File: config.mk
export PLATFORM = sky130hd
export DESIGN_NAME = ysyx_23060136_ifu_fetch
export DESIGN_NICKNAME = d
export VERILOG_FILES = /design/src/rtl/ysyx_23060136_ifu_fetch_pkg.sv /design/src/rtl/ysyx_23060136_ifu_fetch_buf.sv /design/src/rtl/ysyx_23060136_ifu_fetch.sv
export SDC_FILE = /design/constraint.sdc
export NUM_CORES = 1
export LEC_CHECK = 0
export BUFFER_PORTS_ARGS = -buffer_cell sky130_fd_sc_hd__buf_2
export CORE_AREA = 2 2 83 125
export CTS_CLUSTER_DIAMETER = 150
export CTS_CLUSTER_SIZE = 8
export DETAILED_ROUTE_END_ITERATION = 10
export DIE_AREA = 0 0 85 127
export HOLD_SLACK_MARGIN = 0.08
export PLACE_DENSITY = 0.74
export SYNTH_ARGS = -nofsm -noshare
export SYNTH_HDL_FRONTEND = slang
export SYNTH_SLANG_ARGS = --single-unit
File: constraint.sdc
create_clock -name clk -period 2.2 [get_ports clk]
set_input_delay 0.22 -clock clk [delete_from_list [all_inputs] [get_ports clk]]
set_output_delay 0.22 -clock clk [all_outputs]
set_load 0.05 [all_outputs]
File: src/rtl/ysyx_23060136_ifu_fetch_pkg.sv
// Shared types for the IFU fetch stage: FSM state encoding, response codes
// and the fetch-entry record handed to IFU2.
package ysyx_23060136_ifu_fetch_pkg;

   localparam int ysyx_23060136_BITS_W = 32;
   localparam int ysyx_23060136_INST_W = 32;

   localparam logic [1:0] RESP_OKAY = 2'b00;

   typedef enum logic [2:0] {
      IDLE,
      ADDR,
      ADDR_KILL,
      DATA,
      DROP
   } fetch_state_e;

   typedef struct packed {
      logic [ysyx_23060136_BITS_W-1:0] pc;
      logic [ysyx_23060136_INST_W-1:0] inst;
      logic                            fault;
   } fetch_entry_t;

   function automatic fetch_entry_t make_entry(
      input logic [ysyx_23060136_BITS_W-1:0] pc,
      input logic [ysyx_23060136_INST_W-1:0] inst,
      input logic [1:0]                      resp
   );
      fetch_entry_t e;
      e.pc    = pc;
      e.inst  = inst;
      e.fault = (resp != RESP_OKAY);
      return e;
   endfunction

endpackage

File: src/rtl/ysyx_23060136_ifu_fetch_buf.sv
// One-entry output buffer between the fetch FSM and IFU2; flush has priority
// over a same-cycle write, and a write wins over a same-cycle drain.
module ysyx_23060136_IFU_FETCH_BUF
   import ysyx_23060136_ifu_fetch_pkg::*;
(
   input  logic         clk,
   input  logic         rst_n,
   input  logic         i_wr,
   input  fetch_entry_t i_entry,
   input  logic         i_flush,
   input  logic         i_ready,
   output logic         o_valid,
   output fetch_entry_t o_entry
);

   logic         r_valid;
   fetch_entry_t r_entry;

   // NOTE: the payload is reset as well because IFU2_pc/IFU2_inst must read zero during reset.
   always_ff @(posedge clk or negedge rst_n) begin
      if (!rst_n) begin
         r_valid <= 1'b0;
         r_entry <= '0;
      end else begin
         if (i_flush)
            r_valid <= 1'b0;
         else if (i_wr)
            r_valid <= 1'b1;
         else if (r_valid && i_ready)
            r_valid <= 1'b0;

         if (i_wr && !i_flush)
            r_entry <= i_entry;
      end
   end

   assign o_valid = r_valid;
   assign o_entry = r_entry;

endmodule

File: src/rtl/ysyx_23060136_ifu_fetch.sv
// IFU fetch stage: issues one instruction-memory read at a time and hands the
// result to IFU2. Optional perf counters under YSYX_23060136_IFU_PERF_EN.
module ysyx_23060136_ifu_fetch
   import ysyx_23060136_ifu_fetch_pkg::*;
#(
   parameter int INST_W = 32
) (
   input  logic                            clk,
   input  logic                            rst_n,
   input  logic [ysyx_23060136_BITS_W-1:0] IFU1_pc,
   input  logic                            BRANCH_PCSrc,
   output logic                            IFU_stall,
   output logic                            ifu_arvalid,
   output logic [ysyx_23060136_BITS_W-1:0] ifu_araddr,
   input  logic                            ifu_arready,
   input  logic                            ifu_rvalid,
   input  logic [INST_W-1:0]               ifu_rdata,
   input  logic [1:0]                      ifu_rresp,
   output logic                            ifu_rready,
   output logic                            IFU2_valid,
   input  logic                            IFU2_ready,
   output logic [ysyx_23060136_BITS_W-1:0] IFU2_pc,
   output logic [INST_W-1:0]               IFU2_inst,
   output logic                            IFU2_fault
`ifdef YSYX_23060136_IFU_PERF_EN
   ,
   output logic [63:0]                     perf_fetch_cnt,
   output logic [63:0]                     perf_stall_cnt
`endif
);

   fetch_state_e                    r_state;
   fetch_state_e                    w_state_nxt;
   logic [ysyx_23060136_BITS_W-1:0] r_araddr;
   logic                            w_ld_addr;
   logic                            w_buf_wr;
   logic                            w_buf_free;
   logic                            w_rready;
   fetch_entry_t                    w_wr_entry;
   fetch_entry_t                    w_out_entry;

   // Draining counts as free: the entry leaves at the same edge a new one may arrive.
   assign w_buf_free = !IFU2_valid || IFU2_ready;
   assign w_rready   = ((r_state == DATA) && w_buf_free) || (r_state == DROP);
   assign w_wr_entry = make_entry(r_araddr, ifu_rdata, ifu_rresp);

   always_ff @(posedge clk or negedge rst_n) begin
      if (!rst_n) begin
         r_state  <= IDLE;
         r_araddr <= '0;
      end else begin
         r_state <= w_state_nxt;
         if (w_ld_addr)
            r_araddr <= IFU1_pc;
      end
   end

   // NOTE: every output of this block gets a default first so no path infers a latch.
   always_comb begin
      w_state_nxt = r_state;
      w_ld_addr   = 1'b0;
      w_buf_wr    = 1'b0;
      unique case (r_state)
         IDLE: begin
            if (!BRANCH_PCSrc && w_buf_free) begin
               w_state_nxt = ADDR;
               w_ld_addr   = 1'b1;
            end
         end
         ADDR: begin
            if (ifu_arready)
               w_state_nxt = BRANCH_PCSrc ? DROP : DATA;
            else if (BRANCH_PCSrc)
               w_state_nxt = ADDR_KILL;
         end
         ADDR_KILL: begin
            if (ifu_arready)
               w_state_nxt = DROP;
         end
         DATA: begin
            if (ifu_rvalid && w_rready) begin
               w_state_nxt = IDLE;
               w_buf_wr    = !BRANCH_PCSrc;
            end else if (BRANCH_PCSrc) begin
               w_state_nxt = DROP;
            end
         end
         DROP: begin
            if (ifu_rvalid)
               w_state_nxt = IDLE;
         end
         default: w_state_nxt = IDLE;
      endcase
   end

   ysyx_23060136_IFU_FETCH_BUF u_buf (
      .clk     (clk),
      .rst_n   (rst_n),
      .i_wr    (w_buf_wr),
      .i_entry (w_wr_entry),
      .i_flush (BRANCH_PCSrc),
      .i_ready (IFU2_ready),
      .o_valid (IFU2_valid),
      .o_entry (w_out_entry)
   );

   assign ifu_arvalid = (r_state == ADDR) || (r_state == ADDR_KILL);
   assign ifu_araddr  = r_araddr;
   assign ifu_rready  = w_rready;
   assign IFU2_pc     = w_out_entry.pc;
   assign IFU2_inst   = w_out_entry.inst;
   assign IFU2_fault  = w_out_entry.fault;
   // Reset forces a hold; otherwise release only to load a branch target or on a buffer write.
   assign IFU_stall   = !rst_n || !(BRANCH_PCSrc || w_buf_wr);

`ifdef YSYX_23060136_IFU_PERF_EN
   logic [63:0] r_fetch_cnt;
   logic [63:0] r_stall_cnt;

   always_ff @(posedge clk or negedge rst_n) begin
      if (!rst_n) begin
         r_fetch_cnt <= '0;
         r_stall_cnt <= '0;
      end else begin
         if (w_buf_wr)
            r_fetch_cnt <= r_fetch_cnt + 64'd1;
         if (IFU_stall)
            r_stall_cnt <= r_stall_cnt + 64'd1;
      end
   end

   assign perf_fetch_cnt = r_fetch_cnt;
   assign perf_stall_cnt = r_stall_cnt;
`endif

endmodule

Word-level counts from Yosys, hierarchy flattened
Cells that the tools add are included.
{"block": "classes", "eq_ne": 9, "n_mux": 16, "reduce_logical": 18}
{"operator": "two-way mux 3 bit", "count": 8}
{"operator": "one-hot mux 3 bit (5 select lines)", "count": 1}
{"operator": "two-way mux 1 bit", "count": 7}
{"operator": "equality test 3 x 2 -> 1 bit, second input constant", "count": 2}
{"operator": "inequality test 2 bit, second input constant", "count": 3}
{"operator": "logical AND 1 bit", "count": 5}
{"operator": "logical OR 1 bit", "count": 5}
{"operator": "AND reduction 5 bit", "count": 1}
{"operator": "zero test 1 bit", "count": 4}
{"operator": "equality test 3 x 1 -> 1 bit, second input constant", "count": 1}
{"operator": "equality test 3 bit, second input constant", "count": 1}
{"operator": "zero test 3 bit", "count": 1}
{"operator": "inequality test 3 x 2 -> 1 bit, second input constant", "count": 1}
{"operator": "inequality test 3 bit, second input constant", "count": 1}
{"operator": "nonzero test 3 bit", "count": 1}
{"operator": "nonzero test 2 bit", "count": 1}
{"block": "totals", "ff_bits": 101, "input_bits": 72, "output_inout_bits": 101, "wordCells": 49}

Depth between registers and ports, before layout
Gate-level depths: netlist of the first run.
{"block": "depth", "depth_word": 10, "depth_mapped": 8, "ltp_nobuf": 4}

Hierarchy
From an unflattened synthesis of the first run, not the netlist that was laid out.
{"block": "hier_totals", "hier_cells": 275, "area_unflattened_um2": 4574.4}
{"mod": "ysyx_23060136_IFU_FETCH_BUF", "instances": 1, "cells_per_inst": 142, "area_per_inst_um2": 2727.6, "seq_area_each_um2": 1651.6}
{"mod": "ysyx_23060136_ifu_fetch", "instances": 1, "cells_per_inst": 133, "area_per_inst_um2": 1846.8, "seq_area_each_um2": 875.8}

Worst setup path before layout of the first run
No wires, ideal clock.
{"block": "synth_timing", "kind": "register to output", "start": "reg u_buf.r_valid (netlist: u_buf.o_valid)", "end": "out IFU_stall", "t_arrival_ns": 2.518, "required_ns": 1.980, "slack_ns": -0.538, "path_stages_with_launch": 8, "path_buffers": 3, "path_cell_list": "dfrtp_1 nor2b_1 or4_1 clkbuf_2 buf_6 buf_6 inv_1 o21ai_0"}
{"block": "synth_between", "elab_chain_cells": 10}
{"element": "start, declared", "line": "ysyx_23060136_ifu_fetch_buf.sv:16", "source": "logic r_valid;"}
{"element": "start signal, assigned", "line": "ysyx_23060136_ifu_fetch_buf.sv:22", "source": "r_valid <= 1'b0;"}
{"element": "start signal, assigned", "line": "ysyx_23060136_ifu_fetch_buf.sv:26", "source": "r_valid <= 1'b0;"}
{"element": "start signal, assigned", "line": "ysyx_23060136_ifu_fetch_buf.sv:28", "source": "r_valid <= 1'b1;"}
{"element": "zero test 1 bit", "line": "ysyx_23060136_ifu_fetch.sv:43", "source": "assign w_buf_free = !IFU2_valid || IFU2_ready;"}
{"element": "logical OR 1 bit", "line": "ysyx_23060136_ifu_fetch.sv:43"}
{"element": "logical AND 1 bit", "line": "ysyx_23060136_ifu_fetch.sv:44", "source": "assign w_rready = ((r_state == DATA) && w_buf_free) || (r_state == DROP);"}
{"element": "logical OR 1 bit", "line": "ysyx_23060136_ifu_fetch.sv:44"}
{"element": "logical AND 1 bit", "line": "ysyx_23060136_ifu_fetch.sv:81", "source": "if (ifu_rvalid && w_rready) begin"}
{"element": "two-way mux 1 bit", "line": "ysyx_23060136_ifu_fetch.sv:81"}
{"element": "two-way mux 1 bit", "line": "ysyx_23060136_ifu_fetch.sv:63", "source": "unique case (r_state)"}
{"element": "logical OR 1 bit", "line": "ysyx_23060136_ifu_fetch.sv:114", "source": "assign IFU_stall = !rst_n || !(BRANCH_PCSrc || w_buf_wr);"}
{"element": "zero test 1 bit", "line": "ysyx_23060136_ifu_fetch.sv:114"}
{"element": "logical OR 1 bit", "line": "ysyx_23060136_ifu_fetch.sv:114"}
{"element": "end, declared", "line": "ysyx_23060136_ifu_fetch.sv:12", "source": "output logic IFU_stall,"}
No other way between the ends.

Worst setup path after layout of the first run
{"block": "layout_timing", "start": "reg r_state[0]", "end": "out IFU_stall"}
{"block": "layout_between", "elab_chain_cells": 9, "word_cells_on_any_way": 10, "cone_classes": "eq/ne (2); mux (2); reduce/logical (6)"}
{"element": "start, declared", "line": "ysyx_23060136_ifu_fetch.sv:32", "source": "fetch_state_e r_state;"}
{"element": "start signal, assigned", "line": "ysyx_23060136_ifu_fetch.sv:52", "source": "r_state <= w_state_nxt;"}
{"element": "equality test 3 x 2 -> 1 bit", "line": "ysyx_23060136_ifu_fetch.sv:44, ysyx_23060136_ifu_fetch.sv:63"}
{"element": "logical AND 1 bit", "line": "ysyx_23060136_ifu_fetch.sv:44"}
{"element": "logical OR 1 bit", "line": "ysyx_23060136_ifu_fetch.sv:44"}
{"element": "logical AND 1 bit", "line": "ysyx_23060136_ifu_fetch.sv:81"}
{"element": "two-way mux 1 bit", "line": "ysyx_23060136_ifu_fetch.sv:81"}
{"element": "two-way mux 1 bit *", "line": "ysyx_23060136_ifu_fetch.sv:63"}
{"element": "logical OR 1 bit *", "line": "ysyx_23060136_ifu_fetch.sv:114"}
{"element": "zero test 1 bit *", "line": "ysyx_23060136_ifu_fetch.sv:114"}
{"element": "logical OR 1 bit *", "line": "ysyx_23060136_ifu_fetch.sv:114"}
Mark *: on every way between the ends. The rest lies on a longest branch, timed or not.

==> summary.md, run 1 <==
| Metric | Value |
|---|---|
| Status | finished clean |
| Share of layout cells above drive strength 1 | between 60% and 70% |
| Fin nets | a little under 500 |
| Relative slew slack | roughly 72% |
| Number of antenna cells inserted | 0 |
| Vias | about 2700 |
| Clock skew | approximately 0.0074 ns |
| Initial antenna violation count | 0 |
| I/O Pins | 173 |
| Floorplan row count | 44 |
| Area of the multi-input gates | 0.00139 mm^2 |
| Arrival time at the worst endpoint | about 1.9 ns |
| Mapped Cells | 283 |
| Worst Slack Setup Final | 0.0992 ns |
| Max Cap Viol | 0 |
| Post-DRT Antenna Nets | 0 |
| Residual DRC | 0 |
| Root buffer cell | clkbuf_16 |
| Die area | 0.0108 mm^2 |
| Worst EP required | around 2.0 ns |
| Fmax | 476 MHz |
| Fill cell count | just over 800 |
| Area share of the largest cell type after synthesis | 59.3% |
| Port-buffer cells | around 170 |
| Slew Limit Fails | 0 |
| First-pass GRT wire length | 13500 um |
| CTS tree | built |
| CTS Buf Count | 9 |
| DR vias/cell | 4.89 |
| Startpoint Class | flop |
| Vias in the first global route | around 2800 |
| Warnings from Yosys | 0 |
| TritonCTS Sinks | between 100 and 150 |
| Final worst-path cycle share | roughly 95% |
| DRT Wirelength | approximately 8500 um |
| Mapped cell area | 0.00426 mm^2 |
| Post-CTS resize count | 0 |
| FF-to-FF setup slack | roughly 0.33 ns |
| Maximum clock path buffer count | 2 |
| Syn Nets | 355 |
| R2R Path End | u_buf.o_entry[25] |
| Least-Margin Pin Slew | between 0.4 and 0.5 ns |
| Post-synthesis sequential area ratio | slightly below 60% |
| Hold Path End | ifu_araddr[18] |
| Skew-Pair Late Insertion Delay | around 0.34 ns |
| Clock-pin slew on the worst setup and hold paths | 0.07 ns |
| CP max FO | 11 |
| Initial core utilization | ~44% |
| H-Tree Depth | 3 |
| Register Area | about 0.0025 mm^2 |
| Synth unique cells | 26 |
| DR WL/cell | ~16 um |
| Die Wd | around 85 um |
| Worst Hold Path Cells | 2 |
| Mean Syn Cell Area | 15.1 um^2 |
| Top cells by area, synth | dfrtp_1 59%, mux2_2 18%, mux2_4 9.5% |
| First drt pass iteration count | 4 |
| Post-synth top area cell | dfrtp_1 |
| Die Ht | between 100 and 150 um |
| Final hold violation count | 0 |
| Largest net degree at the start of global routing | between 70 and 80 |
| Setup TNS | 0 ns |
| Final GP Congestion | approximately 0.75 |
| Final min period | 2.10 ns |
| Worst setup EP type | output port |
| R2R depth | 4 |
| Dpl hpwl | 6310 um |
| Core Footprint | between 0.009 and 0.01 mm^2 |
| Crit Path Class | reg2out |
| FF+latch count, synth | 101 |
| Final setup violation count | 0 |
| Hold Crit Class | in2reg |
| Reg-to-Reg Start | r_state[0] |
| DP Worst Slack | 0.388 ns |
| Hold Startpoint | IFU1_pc[18] |
| GRT Util Overall | 16.0% |
| P&R area growth vs syn | 25.1% |
| Starting DRC count in detailed routing | approximately 120 |
| Unrepaired setup endpoints after global routing | false |
| GR Overflow Total | 0 |
| Core Util, Final | between 50% and 60% |
==> critical path, cell delays in order, from the launching register on <==
cell	delay, ns
dfrtp_1	0.53
nand3_1	0.17
or4_4	0.48
inv_1	0.10
o21ai_2	0.05
buf_2	0.22
==> layout make-up <==
| class | instances | share of cell area [%] |
|---|---|---|
| Sequential cell | 101 | 47.4 |
| Clock inverter | 3 | 1.27 |
| Timing Repair Buffer | 178 | 17.6 |
| Inverter | 2 | 0.141 |
| Multi-Input combinational cell | 133 | 26.1 |
| Tap cell | 115 | 2.70 |
| Clock buffer | 13 | 4.88 |
==> cells in the mapped netlist, drive strengths merged <==
cell type,instances
dfrtp,101
mux2,96
buf,46
nor2,8
o21ai,6
nand2,4
a21oi,3
nor3,3
inv,2
nand3,2
a211oi,1
a22oi,1
a31oi,1
clkbuf,1
nand2b,1
nand3b,1
nand4b,1
nor2b,1
nor4b,1
or4,1
xnor2,1
xor2,1
==> layer usage <==
metal / vias up / part of all wire (%) / global-route usage (%) / wire length, um
met5: - / 0 / 0 / 0
met4: 0 / 2.1 / 7.56 / 177
met3: 12 / 6.2 / 3.88 / 531
met2: 101 / 55 / 28.7 / 4680
met1: 1318 / 37 / 17.6 / 3150
li1: 1233 / - / - / -
==> metrics by stage <==
step	hold WS [ns]	std cells	instance area, um^2
floorplan	-0.0756	283	4270
global placement	0.137	528	4990
detailed placement	0.151	528	4990
CTS	0.0909	545	5330
global route	0.0992	545	5330
finish	0.108	545	5330
==> what timing repair did <==
| action | 4_1_cts | 5_1_grt |
|---|---|---|
| hold buffers | 1 | 0 |
| buffers inserted | 0 | 0 |
| endpoints found under the hold margin | 23 | 0 |
==> layout by cell type (no fill, tap or decap), types with 2 or more instances in the layout <==
master     instances
clkbuf_8           2
mux2_2            69
o21ai_0            5
inv_1              2
nor2_1             8
clkbuf_16          9
clkbuf_1           2
mux2_4            27
a21oi_1            3
nand2_1            4
buf_2            171
dfrtp_1          101
nor3_1             3
nand3_1            2
bufinv_16          2
buf_4              4
buf_12             2
==> worst max-delay path by stage <==
| stage | start | endpoint | depth (start not counted) | slack, ns |
|---|---|---|---|---|
| floorplan | u_buf.o_valid | ifu_rready | 3 | 0.05 |
| global placement | r_state[0] | u_buf.o_entry[62] | 4 | 0.45 |
| detailed placement | r_state[0] | u_buf.o_entry[49] | 4 | 0.39 |
| CTS | r_state[0] | IFU_stall | 5 | 0.09 |
| global route | r_state[0] | IFU_stall | 5 | 0.003 |
| finish | r_state[0] | IFU_stall | 5 | 0.1 |
==> kinds of logic after synthesis <==
group,after synthesis,share of synthesized area (%)
XOR/XNOR,2,0.411
AO/OA/AOI/OAI,12,1.56
AND/OR/NAND/NOR,23,2.70
multiplexers,96,27.7
flip-flops,101,59.3
buffers and inverters,49,8.28
==> registers in the layout, summed over array words and instances (netlist names) <==
register       count
ifu_araddr        32
u_buf.o_entry     65
u_buf.o_valid      1
r_state            3
Power of run 1 is left out: the tool's default activity adds up to more than one toggle a clock period on the data nets, which glitch-free logic cannot reach.
==> run 2, diff against run 1 <==
SETUP_SLACK_MARGIN = 0.5   (was unset)
==> summary.md, run 2 (same netlist as run 1, synthesis figures left out) <==
| Metric | Value |
|---|---|
| Commonest non-fill, non-tap cell in the layout | buf_2 |
| First-pass GRT wire length | around 14000 um |
| Worst path max stage delay | around 0.49 ns |
| CTS tree | built |
| Clock-pin slew on the worst setup and hold paths | ~0.060 ns |
| Floorplan row count | 44 |
| Arrival time at the worst endpoint | around 1.6 ns |
| Die Ht | between 100 and 150 um |
| GR Overflow Total | 0 |
| Root buffer cell | clkbuf_16 |
| Hold Crit Class | in2reg |
| Crit Path Class | reg2out |
| Initial core utilization | between 40% and 50% |
| H-Tree Depth | 3 |
| Crit-path cells | nor2b_4, or4_4, inv_2, o21ai_4, buf_6 |
| Starting DRC count in detailed routing | between 50 and 60 |
| Largest net degree at the start of global routing | 102 |
| Share of layout cells above drive strength 1 | between 60% and 70% |
| P&R area growth vs syn | 27.2% |
| TritonCTS Sinks | about 100 |
| Status | finished clean |
| Most frequent cells in the layout | 169 x buf_2, 100 x dfrtp_1, 69 x mux2_2 |
| Max Cap Viol | 0 |
| Worst setup EP type | output port |
| Die area | approximately 0.011 mm^2 |
| Port-buffer cells | 172 |
| Maximum clock path buffer count | 2 |
| Final min period | roughly 1.8 ns |
| Final hold violation count | 0 |
| GRT Util Overall | 16.6% |
| Worst Hold Path Cells | 2 |
| Vias | ~2700 |
| CTS Buf Count | 9 |
| Final setup violation count | 0 |
| Fin nets | between 500 and 600 |
| Relative slew slack | between 60% and 70% |
| Number of antenna cells inserted | 0 |
| Unrepaired setup endpoints after global routing | true |
| Hold Startpoint | IFU1_pc[30] |
| R2R depth | 5 |
| Worst Slack Setup Final | between 0.3 and 0.4 ns |
| CP max FO | 2 |
| Reg-to-Reg Start | u_buf.o_valid |
| Hold Path End | ifu_araddr[30] |
| Final worst-path cycle share | 83.9% |
| Vias in the first global route | ~2800 |
| Worst EP required | 1.98 ns |
| Core Footprint | about 0.0096 mm^2 |
| Setup TNS | 0 ns |
| Dpl hpwl | 6290 um |
| Slowest cell on crit path | or4_4 |
| First drt pass iteration count | 4 |
| Initial antenna violation count | 0 |
| Die Wd | roughly 85 um |
| Clock skew | 0.00755 ns |
| R2R Path End | u_buf.o_entry[16] |
| Least-Margin Pin Slew | about 0.56 ns |
| Cells after DPL | about 530 |
| Fmax | 542 MHz |
| Final GP Congestion | about 0.76 |
| Slew Limit Fails | 0 |
| DR WL/cell | 15.6 um |
| I/O Pins | between 150 and 200 |
| Post-DRT Antenna Nets | 0 |
| Final non-filler cell total | between 500 and 600 |
| Residual DRC | 0 |
| Skew-Pair Late Insertion Delay | roughly 0.34 ns |
| DRT Wirelength | about 8600 um |
| Hold WS | ~0.11 ns |
| Max reg flops | 65 |
| DR vias/cell | between 4 and 5 |
| FF-to-FF setup slack | 0.37 ns |
| DP Worst Slack | approximately 0.37 ns |
| Startpoint Class | flop |
run 2: changes by cell type in the layout (fill, tap and decap cells not counted), moves of 2 or more:
cell   delta
buf_4     +4
buf_8     +3
buf_2     -2
buf_6     +2
run 2: final cells by class:
type | count | area (um^2)
fill | 791 | 4210
sequential | 101 | 2530
multi-input combinational | 133 | 1420
timing repair buffer | 184 | 1000
clock buffer | 13 | 250
tap | 115 | 144
clock inverter | 3 | 68.8
inverter | 2 | 7.51
run 2: worst max-delay path, delay by kind of cell, from the launching register on:
family | cells | cell delay [ns]
AOI/OAI and AO/OA | 1 | 0.05
DFF | 1 | 0.40
and+or+nand+nor | 2 | 0.62
buffers and inverters | 2 | 0.23
run 2: metal layers:
layer / global-route usage (%) / up-vias / share of wire [%] / routed length, um
li1: - / 1241 / - / -
met1: 18.6 / 1348 / 37 / 3170
met2: 29.4 / 97 / 55 / 4710
met3: 4.01 / 15 / 6.2 / 530
met4: 7.38 / 0 / 2.2 / 187
met5: 0 / - / 0 / 0
run 2: worst max path at each step:
stage	startpoint	endpoint	slack, ns	cells after the start
3_5_place_dp	r_state[2]	u_buf.o_entry[3]	0.37	3
4_1_cts	u_buf.o_valid	IFU_stall	0.30	5
6_report	u_buf.o_valid	IFU_stall	0.36	5
2_1_floorplan	u_buf.o_valid	u_buf.o_entry[10]	0.32	6
3_3_place_gp	r_state[2]	u_buf.o_entry[11]	0.41	3
5_1_grt	u_buf.o_valid	IFU_stall	0.31	5
run 2: timing repair:
action,CTS,global route
hold buffers,1,0
endpoints found under the setup margin,63,84
buffers inserted,3,0
pin swaps,2,1
hold endpoints to repair,101,0
gates resized for setup,12,1
run 2: per-stage QoR:
step | util, % | cell area, um^2
2_1_floorplan | - | 4290
3_3_place_gp | 52.1 | 5020
3_5_place_dp | 52.1 | 5020
4_1_cts | 56.2 | 5420
5_1_grt | 56.3 | 5420
6_report | 56.3 | 5420
Power of run 2 is left out for the same reason.
==> run 3, diff against run 2 <==
clock period = 1.75 ns   (was 2.2 ns; I/O delays follow)
==> summary.md, run 3 (same netlist as run 1, synthesis figures left out) <==
| Metric | Value |
|---|---|
| Dpl hpwl | slightly above 6000 um |
| Final worst-path cycle share | 103% |
| CTS Buf Count | 9 |
| Die area | 0.0108 mm^2 |
| Hold WS | roughly 0.1 ns |
| Starting DRC count in detailed routing | 77 |
| GR Overflow Total | 0 |
| Post-DRT Antenna Nets | 0 |
| Most frequent cells in the layout | 169 x buf_2, 100 x dfrtp_1, 63 x dlygate4sd3_1 |
| Worst setup EP type | flop |
| I/O Pins | around 170 |
| First-pass GRT wire length | about 16000 um |
| Worst EP required | just under 2 ns |
| Max reg flops | 65 |
| DR vias/cell | 4.91 |
| Worst Slack Setup Final | -0.0516 ns |
| Initial core utilization | 44.2% |
| Hold Startpoint | IFU1_pc[12] |
| Clock-pin slew on the worst setup and hold paths | about 0.070 ns |
| Floorplan row count | 44 |
| CP delay by family, top | simple AND/OR/NAND/NOR gates |
| Worst Hold Path Cells | 2 |
| Slew Limit Fails | 0 |
| Core Footprint | 0.00963 mm^2 |
| Hold Crit Class | in2reg |
| Largest net degree at the start of global routing | roughly 100 |
| Least-Margin Pin Slew | between 0.5 and 0.6 ns |
| R2R depth | 5 |
| Fin nets | about 580 |
| GRT Util Overall | approximately a fifth |
| Fmax | ~560 MHz |
| Final setup violation count | 28 |
| DR WL/cell | around 17 um |
| Initial antenna violation count | 0 |
| Number of antenna cells inserted | 0 |
| First drt pass iteration count | 5 |
| Final hold violation count | 0 |
| Share of layout cells above drive strength 1 | around 63% |
| Max Cap Viol | 0 |
| Root buffer cell | clkbuf_16 |
| Die Ht | approximately 130 um |
| Vias in the first global route | 3296 |
| FF-to-FF setup slack | -0.05 ns |
| Port-buffer cells | approximately 170 |
| Residual DRC | 0 |
| CP max FO | 22 |
| Relative slew slack | between 60% and 70% |
| Final GP Congestion | between 0.8 and 0.9 |
| Status | finished with violations |
| Core Util, Final | between 60% and 70% |
| TritonCTS Sinks | 101 |
| P&R area growth vs syn | 48.7% |
| Commonest non-fill, non-tap cell in the layout | buf_2 |
| Worst path max stage delay | 0.52 ns |
| Startpoint Class | flop |
| Crit-path cells | nand3_2, or4_4, buf_6, buf_16, mux2_4 |
| Skew-Pair Late Insertion Delay | around 0.34 ns |
| Final min period | 1.80 ns |
| H-Tree Depth | 3 |
| Arrival time at the worst endpoint | a little over 2 ns |
| Vias | about 3100 |
| Unrepaired setup endpoints after global routing | true |
| Maximum clock path buffer count | 2 |
| Reg-to-Reg Start | r_state[0] |
| DRT Wirelength | ~11000 um |
| Hold Path End | ifu_araddr[12] |
| Die Wd | around 85 um |
| Clock skew | ~0.011 ns |
| Slowest cell on crit path | or4_4 |
| CTS tree | built |
| R2R Path End | u_buf.o_entry[4] |
| Crit Path Class | reg2reg |
| Failing checks | negative setup slack |
| Buf/Inv on CP | 2 |
==> run 3: changes by cell type in the layout (fill, tap and decap cells not counted), sizes merged <==
cell         delta
dlygate4sd3    +62
buf             +9
clkbuf          -3
clkinv          +2
inv             +2
bufinv          -1
clkinvlp        +1
==> run 3: per-stage QoR <==
step | worst slack [ns] | std cells | TNS, ns | cell area (um^2)
after global routing | -0.102 | 623 | -3.33 | 6340
after global placement | 0.0993 | 532 | 0 | 5050
after CTS | -0.0759 | 616 | -1.42 | 6120
after detailed placement | 0.0784 | 532 | 0 | 5050
final | -0.0516 | 623 | -0.902 | 6340
after floorplan | -0.126 | 283 | -3.47 | 4330
==> run 3: worst max path at each step <==
stage / from / to / slack [ns] / cells after the start
4_1_cts: r_state[0] / IFU_stall / -0.08 / 5
6_report: r_state[0] / u_buf.o_entry[4] / -0.05 / 5
3_3_place_gp: r_state[0] / u_buf.o_entry[24] / 0.1 / 4
3_5_place_dp: r_state[0] / u_buf.o_entry[28] / 0.08 / 4
2_1_floorplan: u_buf.o_valid / u_buf.o_entry[10] / -0.13 / 6
5_1_grt: r_state[0] / u_buf.o_entry[4] / -0.10 / 5
==> run 3: worst reg2reg max path, stage by stage (launching register included) <==
cell	delay, ns
dfrtp_1	0.38
nand3_2	0.11
or4_4	0.52
buf_6	0.17
buf_16	0.17
mux2_4	0.34
==> run 3: timing repair <==
| item | 4_1_cts | 5_1_grt |
|---|---|---|
| hold buffers | 63 | 0 |
| endpoints found under the hold margin | 163 | 0 |
| pin swaps | 2 | 2 |
| gates cloned | 2 | 3 |
| buffers inserted | 3 | 4 |
| gates resized for setup | 21 | 37 |
| endpoints found under the setup margin | 100 | 101 |
==> run 3: cell type report <==
cell class,count,area [um^2]
clock buffer,9,225
timing repair buffer,256,1800
multi-input combinational,133,1550
tap,115,144
inverter,2,10.0
clock inverter,7,82.6
sequential,101,2530
fill,680,3300
==> run 3: metal layers <==
layer	GRT usage (%)	part of all wire, %	vias to the layer above
li1	-	-	1389
met1	20.4	37	1538
met2	34.4	56	113
met3	4.01	4.6	19
met4	8.31	2.6	0
met5	0	0	-
Power of run 3 is left out for the same reason.
